`config.mk`:
```
export PLATFORM = sky130hd
export DESIGN_NAME = reset_sequencer
export DESIGN_NICKNAME = d
export VERILOG_FILES = /design/src/rtl/reset_seq_pkg.sv /design/src/rtl/reset_sequencer_rst_sync.sv /design/src/rtl/reset_sequencer.sv
export SDC_FILE = /design/constraint.sdc
export NUM_CORES = 1
export LEC_CHECK = 0
export ABC_AREA = 1
export CORE_MARGIN = 3
export CORE_UTILIZATION = 46
export DETAILED_ROUTE_END_ITERATION = 8
export PLACE_DENSITY = 0.73
export SYNTH_ARGS = -nofsm -noshare
export SYNTH_HDL_FRONTEND = slang
export SYNTH_SLANG_ARGS = --single-unit
```
`constraint.sdc`:
```
create_clock -name clk -period 1.5 [get_ports clk]
set_input_delay 0.15 -clock clk [delete_from_list [all_inputs] [get_ports clk]]
set_output_delay 0.15 -clock clk [all_outputs]
set_load 0.005 [all_outputs]
```
`src/rtl/reset_seq_pkg.sv`:
```
// Shared types and sizing helpers for the staged reset sequencer.
package reset_seq_pkg;

    typedef enum logic [1:0] {
        ST_RESET   = 2'd0,
        ST_RELEASE = 2'd1,
        ST_RUN     = 2'd2,
        ST_SWHOLD  = 2'd3
    } seq_state_e;

    // One counter serves both the stage spacing and the warm-reset hold.
    function automatic int cnt_width(input int stage_delay, input int sw_hold);
        int longest;
        longest = (stage_delay > sw_hold) ? stage_delay : sw_hold;
        return (longest > 1) ? $clog2(longest) : 1;
    endfunction

    function automatic int idx_width(input int num_stages);
        return (num_stages > 1) ? $clog2(num_stages) : 1;
    endfunction

endpackage

```
`src/rtl/reset_sequencer_rst_sync.sv`:
```
// Reset synchronizer: asserts asynchronously, deasserts SYNC_STAGES edges
// after rst_n rises.
module rst_sync #(
    parameter int SYNC_STAGES = 2
) (
    input  logic clk,
    input  logic rst_n,
    output logic srst_n
);

    logic [SYNC_STAGES-1:0] sync_q;
    logic [SYNC_STAGES-1:0] sync_d;

    always_comb begin
        sync_d = {sync_q[SYNC_STAGES-2:0], 1'b1};
    end

    always_ff @(posedge clk or negedge rst_n) begin
        if (!rst_n) begin
            sync_q <= '0;
        end else begin
            sync_q <= sync_d;
        end
    end

    assign srst_n = sync_q[SYNC_STAGES-1];

endmodule

```
`src/rtl/reset_sequencer.sv`:
```
// Central reset controller: releases NUM_STAGES reset domains in order,
// STAGE_DELAY cycles apart, and runs software-requested warm resets.
//
//   state      | meaning
//   -----------+--------------------------------------------------------
//   ST_RESET   | all stages held, waiting for synchronized deassertion
//   ST_RELEASE | releasing stages one by one, stage 0 first
//   ST_RUN     | all stages released, warm-reset requests accepted
//   ST_SWHOLD  | warm reset: all stages held for SW_HOLD cycles
module reset_sequencer
    import reset_seq_pkg::*;
#(
    parameter int NUM_STAGES  = 4,
    parameter int STAGE_DELAY = 8,
    parameter int SYNC_STAGES = 2,
    parameter int SW_HOLD     = 16
) (
    input  logic                  clk,
    input  logic                  async_rstn,
    input  logic                  sw_rst_req,
    output logic [NUM_STAGES-1:0] rst_out_n,
    output logic                  seq_done,
    output logic                  sw_rst_ack,
    output logic [1:0]            state
);

    localparam int CW = cnt_width(STAGE_DELAY, SW_HOLD);
    localparam int IW = idx_width(NUM_STAGES);

    localparam logic [CW-1:0] STAGE_LAST = CW'(STAGE_DELAY - 1);
    localparam logic [CW-1:0] HOLD_LAST  = CW'(SW_HOLD - 1);
    localparam logic [IW-1:0] IDX_LAST   = IW'(NUM_STAGES - 1);

    logic srst_n;

    seq_state_e            state_q,    state_d;
    logic [CW-1:0]         cnt_q,      cnt_d;
    logic [IW-1:0]         idx_q,      idx_d;
    logic                  sw_flag_q,  sw_flag_d;
    logic [NUM_STAGES-1:0] rst_out_q,  rst_out_d;
    logic                  seq_done_q, seq_done_d;
    logic                  sw_ack_q,   sw_ack_d;

    rst_sync #(
        .SYNC_STAGES(SYNC_STAGES)
    ) u_rst_sync (
        .clk   (clk),
        .rst_n (async_rstn),
        .srst_n(srst_n)
    );

    always_comb begin
        state_d    = state_q;
        cnt_d      = cnt_q;
        idx_d      = idx_q;
        sw_flag_d  = sw_flag_q;
        rst_out_d  = rst_out_q;
        seq_done_d = seq_done_q;
        sw_ack_d   = 1'b0;

        case (state_q)
            ST_RESET: begin
                if (srst_n) begin
                    state_d = ST_RELEASE;
                    cnt_d   = '0;
                    idx_d   = '0;
                end
            end

            ST_RELEASE: begin
                if (cnt_q == STAGE_LAST) begin
                    rst_out_d = rst_out_q | (NUM_STAGES'(1) << idx_q);
                    cnt_d     = '0;
                    idx_d     = idx_q + IW'(1);
                    if (idx_q == IDX_LAST) begin
                        // Last stage out: ack only if this was a warm reset.
                        state_d    = ST_RUN;
                        idx_d      = '0;
                        seq_done_d = 1'b1;
                        sw_ack_d   = sw_flag_q;
                        sw_flag_d  = 1'b0;
                    end
                end else begin
                    cnt_d = cnt_q + CW'(1);
                end
            end

            ST_RUN: begin
                if (sw_rst_req) begin
                    state_d    = ST_SWHOLD;
                    rst_out_d  = '0;
                    seq_done_d = 1'b0;
                    sw_flag_d  = 1'b1;
                    cnt_d      = '0;
                end
            end

            ST_SWHOLD: begin
                if (cnt_q == HOLD_LAST) begin
                    state_d = ST_RELEASE;
                    cnt_d   = '0;
                    idx_d   = '0;
                end else begin
                    cnt_d = cnt_q + CW'(1);
                end
            end

            default: begin
                state_d = ST_RESET;
            end
        endcase
    end

    always_ff @(posedge clk or negedge async_rstn) begin
        if (!async_rstn) begin
            state_q    <= ST_RESET;
            cnt_q      <= '0;
            idx_q      <= '0;
            sw_flag_q  <= 1'b0;
            rst_out_q  <= '0;
            seq_done_q <= 1'b0;
            sw_ack_q   <= 1'b0;
        end else begin
            state_q    <= state_d;
            cnt_q      <= cnt_d;
            idx_q      <= idx_d;
            sw_flag_q  <= sw_flag_d;
            rst_out_q  <= rst_out_d;
            seq_done_q <= seq_done_d;
            sw_ack_q   <= sw_ack_d;
        end
    end

    assign rst_out_n  = rst_out_q;
    assign seq_done   = seq_done_q;
    assign sw_rst_ack = sw_ack_q;
    assign state      = state_q;

endmodule

```
* Word level (Yosys, flattened, before mapping)
Cells that the tools add are included.
** Storage, ports and cells
- Output and inout port bits :: 8
- Word-level logic and storage cells :: 60
- Input port bits :: 3
- Bits in registers :: 17
** Cells by class
- Shift operators :: 1
- Add/sub/neg operators :: 2
- Muxes and demuxes :: 29
- Reductions and logical operators :: 8
- Bitwise operators :: 1
- Equality and inequality tests :: 11
** Operators with widths (count)
- 4-bit 2-to-1 mux :: 5
- 2-bit 2-to-1 mux :: 9
- 4-bit case mux with 4 select lines :: 1
- 1-bit 2-to-1 mux :: 9
- 2-bit != test (second input constant) :: 4
- 2-bit case mux with 4 select lines :: 1
- 4-bit case mux with 2 select lines :: 1
- 4-bit AND reduction :: 2
- 2-bit equality test (second input constant) :: 3
- 2-bit case mux with 3 select lines :: 1
- 5-bit AND reduction :: 1
- 4-bit by 1-bit adder with 4-bit output (second input constant) :: 1
- 4-bit by 3-bit equality test with 1-bit output (second input constant) :: 1
- 4-bit equality test (second input constant) :: 1
- 4-bit OR :: 1
- 1-bit case mux with 2 select lines :: 2
- 1-bit by 2-bit << shifter with 4-bit output (first input constant) :: 1
- 3-bit AND reduction :: 1
- 3-bit nonzero test :: 1
- 2-bit by 1-bit adder with 2-bit output (second input constant) :: 1
- 2-bit by 1-bit equality test with 1-bit output (second input constant) :: 1
- 2-bit logical NOT :: 1
- 2-bit by 1-bit != test with 1-bit output (second input constant) :: 1
- 2-bit AND reduction :: 1
- 2-bit nonzero test :: 1

* Logic depth before layout (Yosys ltp)
Gate-level depths: netlist (run 1).
- Depth in word-level cells :: 4
- Mapped depth :: 8
- Depth with buffers taken out :: 8

* Cells and area by module
Synthesis (run 1) repeated with hierarchy kept, for this count alone.
** Second synthesis, totals
- Cells, all modules :: 109
- Area total of the unflattened synthesis :: 969.7 sq um
** Modules (own cells, without submodules)
- reset_sequencer :: instances 1, cells an instance 106, sequential area each 375.4 sq um, area an instance 915.9 sq um
- rst_sync :: instances 1, cells an instance 3, sequential area each 50.0 sq um, area an instance 53.8 sq um

* Least setup slack after synthesis (run 1)
OpenSTA, ideal clock, no wires.
- Path kind :: register to register
- Start :: register state_q[1] (netlist: state[1])
- End :: register rst_out_q[1] (netlist: rst_out_n[1])
- Library setup time :: 0.123 ns
- Buffers on the path :: 0
- Clock period less this slack :: 1.340 ns
- Data required time :: 1.377 ns
- Setup slack :: 0.160 ns
- Data arrival time :: 1.217 ns
- Stages on the path, launching flop included :: 7
- Cells stage by stage :: dfrtp_1 > inv_1 > ha_1 > o21a_4 > nand2_4 > nand2_1 > o21ai_2
** On the way
- Word-level cells in the longest chain between the ends :: 3
- Elaborated cells between the ends (all ways) :: 7
- Those cells by class :: 4 x eq/ne; 1 x mux; 2 x reduce/logical
** Ends and longest elaborated chain
- start, declared :: line reset_sequencer.sv:36 : seq_state_e state_q, state_d;
- start signal, assigned :: line reset_sequencer.sv:124 : state_q <= state_d;
- 2-bit by 1-bit equality test with 1-bit output or 2-bit equality test (tied branches) :: line reset_sequencer.sv:61 : case (state_q)
- 2-bit != test (no source line) or 2-bit nonzero test (tied branches)
- 3-bit AND reduction (no source line)
- end signal, assigned :: line reset_sequencer.sv:128 : rst_out_q <= rst_out_d;
- end, declared :: line reset_sequencer.sv:40 : logic [NUM_STAGES-1:0] rst_out_q, rst_out_d;
Several ways; a longest one is shown, not always the timed one.
A chain may end at the register's enable or synchronous reset.

* Worst setup path after layout (run 1)
- Start :: register state_q[0] (netlist: state[0])
- End :: output port state[0]
** RTL lines
- end, declared :: line reset_sequencer.sv:24 : output logic [1:0] state
No word-level cell between the ends.

==> reports/qor.yml, run 1 <==
outcome:
  status: "completed"
grt:
  grt_max_degree: 18
  grtUsageMet3: 0.0516
  top_usage_layer: "met2"
  grt-ovfl-total: 0
  use_met1: 0.169
  use_met2: 0.270
  grt_pass1_vias: 730
  grt_antenna_before_repair: 0
  grt_usage: 0.153
  grt_pass1_wl_microns: 2990
finish:
  synthToLayoutAreaGrowth_pct: 20.3
  nNetsFinal: 140
  final_cell_mix: "nand2_1, dfrtp_1, inv_1"
  drive_gt1_frac: 0.183
  finalInstanceArea_sq_um: 1180
  final_cells: 153
  final_common_cell: "nand2_1"
  antennaDiodeCount: 0
  fillers: 174
clock_tree:
  cts_buffers: 3
  cts.sinks: 17
  htreeDepth: 1
  root_buffer: "clkbuf_4"
  clock_latency_ns: 0.29
  path_clk_slew_ns: 0.10
  cts_tree: "built"
  holdBufCountCts: 0
  clockBufferDepth: 2
min_path:
  min_path_type: "input port to async pin"
synthesis:
  synth_top_area_cell: "dfrtp_1"
  synth_mux_area_frac: 0
  post_synth_xor_area_fraction: 0
  synth_top_family_by_area: "simple AND/OR/NAND/NOR gates"
  synth_nets: 122
  yosys.area.top_type_share: 0.435
  yosysSeqAreaShare: 0.435
  synth_fa_ha_area_frac: 0.128
  yosys-top-cells-area: "dfrtp_1, ha_1, nand2_1"
  synth.avg_cell_area_sq_um: 8.98
  synth_cells: 109
  synth-simple-area-share: 0.253
  synth_compound_area_frac: 0.123
  synth-seq-cells: 17
  synth_cell_types: 18
  syn_area_sq_um: 978
  ys_warn_count: 0
worst_setup_path:
  r2r-start: "state[0]"
  critPathArrivalTime_ns: 1.28
  endpoint_kind: "primary output"
  reg2reg_depth: 7
  worstPathMaxFanout: 3
  cp.required_ns: 1.35
  start_kind: "flop"
  cp_cell_sequence: "buf_4, clkdlybuf4s50_1"
  r2r_setup_slack_ns: 0.15
  critPathMaxStageDelay_ns: 0.49
  r2r_end: "rst_out_n[0]"
  worst_path_max_delay_cell: "clkdlybuf4s50_1"
  crit_type: "flop to primary output"
placement:
  io_buffers: 10
  dp_cells: 148
  gp_congestion: 0.768
  placed_area_sq_um: 1130
  hpwlAfterDp_microns: 1350
die:
  rows: 16
  die_area_sq_um: 2720
  die_w_microns: 52.1
  io_pins: 11
  die-height_microns: 52.1
  core_sq_um: 1980
  start_util: 0.494
sta:
  hold_viol: 0
  finalCritPeriodShare: 0.951
  fmax_mhz: 701
  grt_setup_unrepaired: "no"
  setup_viol: 0
  finalClockSkew_ns: 0.00665
  drv_slew: 0
  setup_tns_ns: 0
  fin_crit_ns: 1.43
detailed_routing:
  routedWlPerCell_microns: 11.5
  postRouteAntennaNets: 0
  dr.pass1.iters: 3
  drcViolationCount: 0
  avgViaCountPerCell: 4.84
  drtIter0Drc: 15
  wl_microns: 1760
  num_vias: 741
power_and_ir_drop:
  powerDensity_nw_per_um2: 1920
  vdd.ir_drop.worst_mv: 1.00
  total_power_mw: 2.26
  p_leak_nw: 0.569
job:
  maxCapViolations: 0
==> how the worst max path moves through the flow <==
stage,slack (ns),cells after the start,start,end
6_report,0.07,2,state[0],state[0]
5_1_grt,0.003,7,state[1],cnt_q[0]
4_1_cts,0.007,2,state[0],state[0]
3_5_place_dp,0.01,6,state[1],rst_out_n[0]
3_3_place_gp,0.04,6,state[1],rst_out_n[1]
2_1_floorplan,0.16,6,state[1],rst_out_n[1]
==> final cells by class <==
cell class	instances	area [sq um]	share of cell area
Clock buffer	3	22.5	0.0191
Clock inverter	1	5.00	0.00425
Inverter	15	56.3	0.0478
Multi-Input combinational cell	77	512	0.435
Sequential cell	17	425	0.361
Tap cell	27	33.8	0.0287
Timing Repair Buffer	13	123	0.104
==> routing by layer <==
| layer | share of wire | up-vias |
|---|---|---|
| met5 | 0 | - |
| met4 | 0.010 | 0 |
| met3 | 0.033 | 2 |
| met2 | 0.51 | 9 |
| met1 | 0.44 | 341 |
| li1 | - | 389 |
==> sequential cells by signal (all words and copies together) (netlist names) <==
name / flops
cnt_q: 4
rst_out_n: 4
idx_q: 2
state: 2
seq_done: 1
sw_rst_ack: 1
u_rst_sync.sync_q: 2
sw_flag_q: 1
==> cell families (layout without fill, tap and decap cells) <==
group | Yosys count | in the layout
other | 1 | 1
adder cells (fa/ha/maj) | 10 | 10
flip-flops | 17 | 17
AO/OA/AOI/OAI | 18 | 18
buffers and inverters | 15 | 32
AND/OR/NAND/NOR | 48 | 48
==> critical path: cells and delay by family (launching register included) <==
| family | cells | cell delay (ns) |
|---|---|---|
| buffers and inverters | 2 | 0.61 |
| flip-flops | 1 | 0.38 |
==> where the power goes <==
group	total (mW)	internal, mW	switching, mW
clock network	0.244	0.0991	0.145
logic	1.33	0.578	0.750
registers	0.693	0.593	0.0998
total	2.26	1.27	0.994
==> synthesized netlist by cell type (all sizes together) <==
cell type,n
nand2,28
dfrtp,17
inv,15
o21ai,14
ha,10
nand3,10
nand4,5
nor2,5
o21bai,2
a21oi,1
conb,1
o21a,1
==> per-stage QoR <==
step,setup WS (ns),hold slack [ns],util
floorplan,0.160,-0.146,-
global placement,0.0392,0.334,0.569
detailed placement,0.0145,0.336,0.569
CTS,0.00669,0.172,0.584
global route,0.00350,0.170,0.594
finish,0.0728,0.173,0.594
==> repair_timing <==
action / 4_1_cts / 5_1_grt
setup endpoints to repair: 1 / 13
gates resized for setup: 1 / 2
pin swaps: 0 / 0
setup buffers: 0 / 1
No activity file was read; power rests on OpenSTA's default activity.
==> run 2: changes to the inputs <==
CORE_UTILIZATION = 54   (was 46)
HOLD_SLACK_MARGIN = 0.02   (was default)
PLACE_DENSITY = 0.83   (was 0.73)
==> run 2 against run 1 <==
  * Hold slack gained 0.0021 ns
  * Critical path depth grew 5
  * First-iteration DRC count shrank 27%
  * Global-route usage grew 1.3 points
  * Flip-flop and latch count is the same
  * Wire length grew 1.4%
  * Power grew 2.5%
  * Critical endpoint is now idx_q[0]
  * Largest cell class unchanged
  * Highest routed layer unchanged
==> reports/qor.yml, run 2 (synthesized netlist as in run 1, its figures left out) <==
outcome:
  status: "completed"
grt:
  grt_max_degree: 18
  grt_usage: 0.166
  grt-ovfl-total: 0
  grt_pass1_vias: 705
  grt_antenna_before_repair: 0
  grt_pass1_wl_microns: 3020
power_and_ir_drop:
  powerDensity_nw_per_um2: 1940
  pwr-share-clk: 0.100
  seq_power_share: 0.306
  total_power_mw: 2.32
  switching_power_mw: 1.01
  vdd.ir_drop.worst_mv: 1.28
  p_int_mw: 1.31
  switching_share: 0.435
  power_frac_comb: 0.594
  p_leak_nw: 0.577
finish:
  finalInstanceArea_sq_um: 1200
  final_common_cell: "nand2_1"
  drive_gt1_frac: 0.227
  synthToLayoutAreaGrowth_pct: 22.3
  antennaDiodeCount: 0
  nNetsFinal: 142
  fillers: 132
  final_cell_mix: "nand2_1, dfrtp_1, inv_1"
worst_setup_path:
  crit_type: "flop to flop"
  worst_path_max_delay_cell: "dfrtp_1"
  start_kind: "flop"
  cp.required_ns: 1.68
  critPathArrivalTime_ns: 1.58
  worstPathMaxFanout: 4
  endpoint_kind: "flop"
  critPathMaxStageDelay_ns: 0.41
  reg2reg_depth: 7
  cp_cell_sequence: "inv_1, buf_4, ha_1, a21oi_1, nand3_2, nand2_1, o21ai_1"
  crit_path_start: "state[1]"
  r2r-start: "state[1]"
clock_tree:
  path_clk_slew_ns: 0.09
  clock_latency_ns: 0.29
  cts.sinks: 17
  holdBufCountCts: 0
  htreeDepth: 1
  cts_tree: "built"
  clockBufferDepth: 2
  root_buffer: "clkbuf_4"
  cts_buffers: 3
die:
  io_pins: 11
  core_sq_um: 1610
  rows: 14
  die-height_microns: 48.6
  die_area_sq_um: 2360
  die_w_microns: 48.6
  start_util: 0.607
sta:
  fmax_mhz: 717
  setup_tns_ns: 0
  setup_viol: 0
  hold_viol: 0
  finalClockSkew_ns: 0.0113
  fin_crit_ns: 1.40
  drv_slew: 0
  finalCritPeriodShare: 0.930
detailed_routing:
  drtIter0Drc: 11
  dr.pass1.iters: 4
  postRouteAntennaNets: 0
  num_vias: 776
  wl_microns: 1780
  routedWlPerCell_microns: 11.7
  drcViolationCount: 0
  avgViaCountPerCell: 5.11
job:
  maxCapViolations: 0
placement:
  hpwlAfterDp_microns: 1370
  io_buffers: 10
  placed_area_sq_um: 1120
  gp_congestion: 0.858
min_path:
  min_path_type: "input port to async pin"
-- run 2: worst paths after layout --
| kind | to | slack [ns] |
|---|---|---|
| min reg2reg | u_rst_sync.sync_q[1] | 0.37 |
| max reg2reg | idx_q[0] | 0.10 |
| min | cnt_q[0] | 0.18 |
| max | idx_q[0] | 0.10 |
| max in group asynchronous | state[0] | 1.13 |
| min in group clk | u_rst_sync.sync_q[1] | 0.37 |
-- run 2: layer usage --
layer	share of wire	wire, microns	vias to the layer above	track usage
li1	-	-	392	-
met3	0.060	107	4	0.0552
met4	0.020	35	0	0.0853
met1	0.44	791	361	0.195
met5	0	0	-	0
met2	0.48	850	19	0.271
-- run 2: repair_timing --
item | 4_1_cts | 5_1_grt
buffers inserted | 2 | 1
endpoints found under the setup margin | 9 | 12
resized for setup | 1 | 8
cloned | 0 | 0
-- run 2: power by group through the flow --
stage | Combinational, mW | Sequential (mW) | Clock [mW]
detailed placement | 1.25 | 0.716 | 0
CTS | 1.30 | 0.704 | 0.245
floorplan | 0.876 | 0.700 | 0
finish | 1.38 | 0.711 | 0.232
global route | 1.55 | 0.730 | 0.262
global placement | 1.21 | 0.704 | 0
-- run 2: critical path, delay by kind of cell, from the launching register on --
family                   cells  cell delay [ns]
AO/OA/AOI/OAI                2             0.25
buffers and inverters        2             0.22
AND/OR/NAND/NOR              2             0.21
adder cells (fa/ha/maj)      1             0.20
flip-flops                   1             0.41
-- run 2: final cells by class --
cell class / count / area, sq um / share of cell area
multi-input cells: 77 / 519 / 0.434
flip-flops and latches: 17 / 427 / 0.357
repair buffers: 15 / 138 / 0.115
inverters: 15 / 56.3 / 0.0471
well taps: 24 / 30.0 / 0.0251
clock buffers: 4 / 26.3 / 0.0220
-- run 2: per-stage QoR --
| stage | cells | hold slack [ns] | utilization | worst slack, ns |
|---|---|---|---|---|
| 6_report | 152 | 0.176 | 0.742 | 0.104 |
| 5_1_grt | 152 | 0.194 | 0.742 | -0.00340 |
| 4_1_cts | 151 | 0.173 | 0.724 | 0.0423 |
| 3_5_place_dp | 145 | 0.348 | 0.697 | 0.0118 |
| 3_3_place_gp | 145 | 0.345 | 0.697 | 0.0704 |
| 2_1_floorplan | 109 | -0.146 | - | 0.160 |
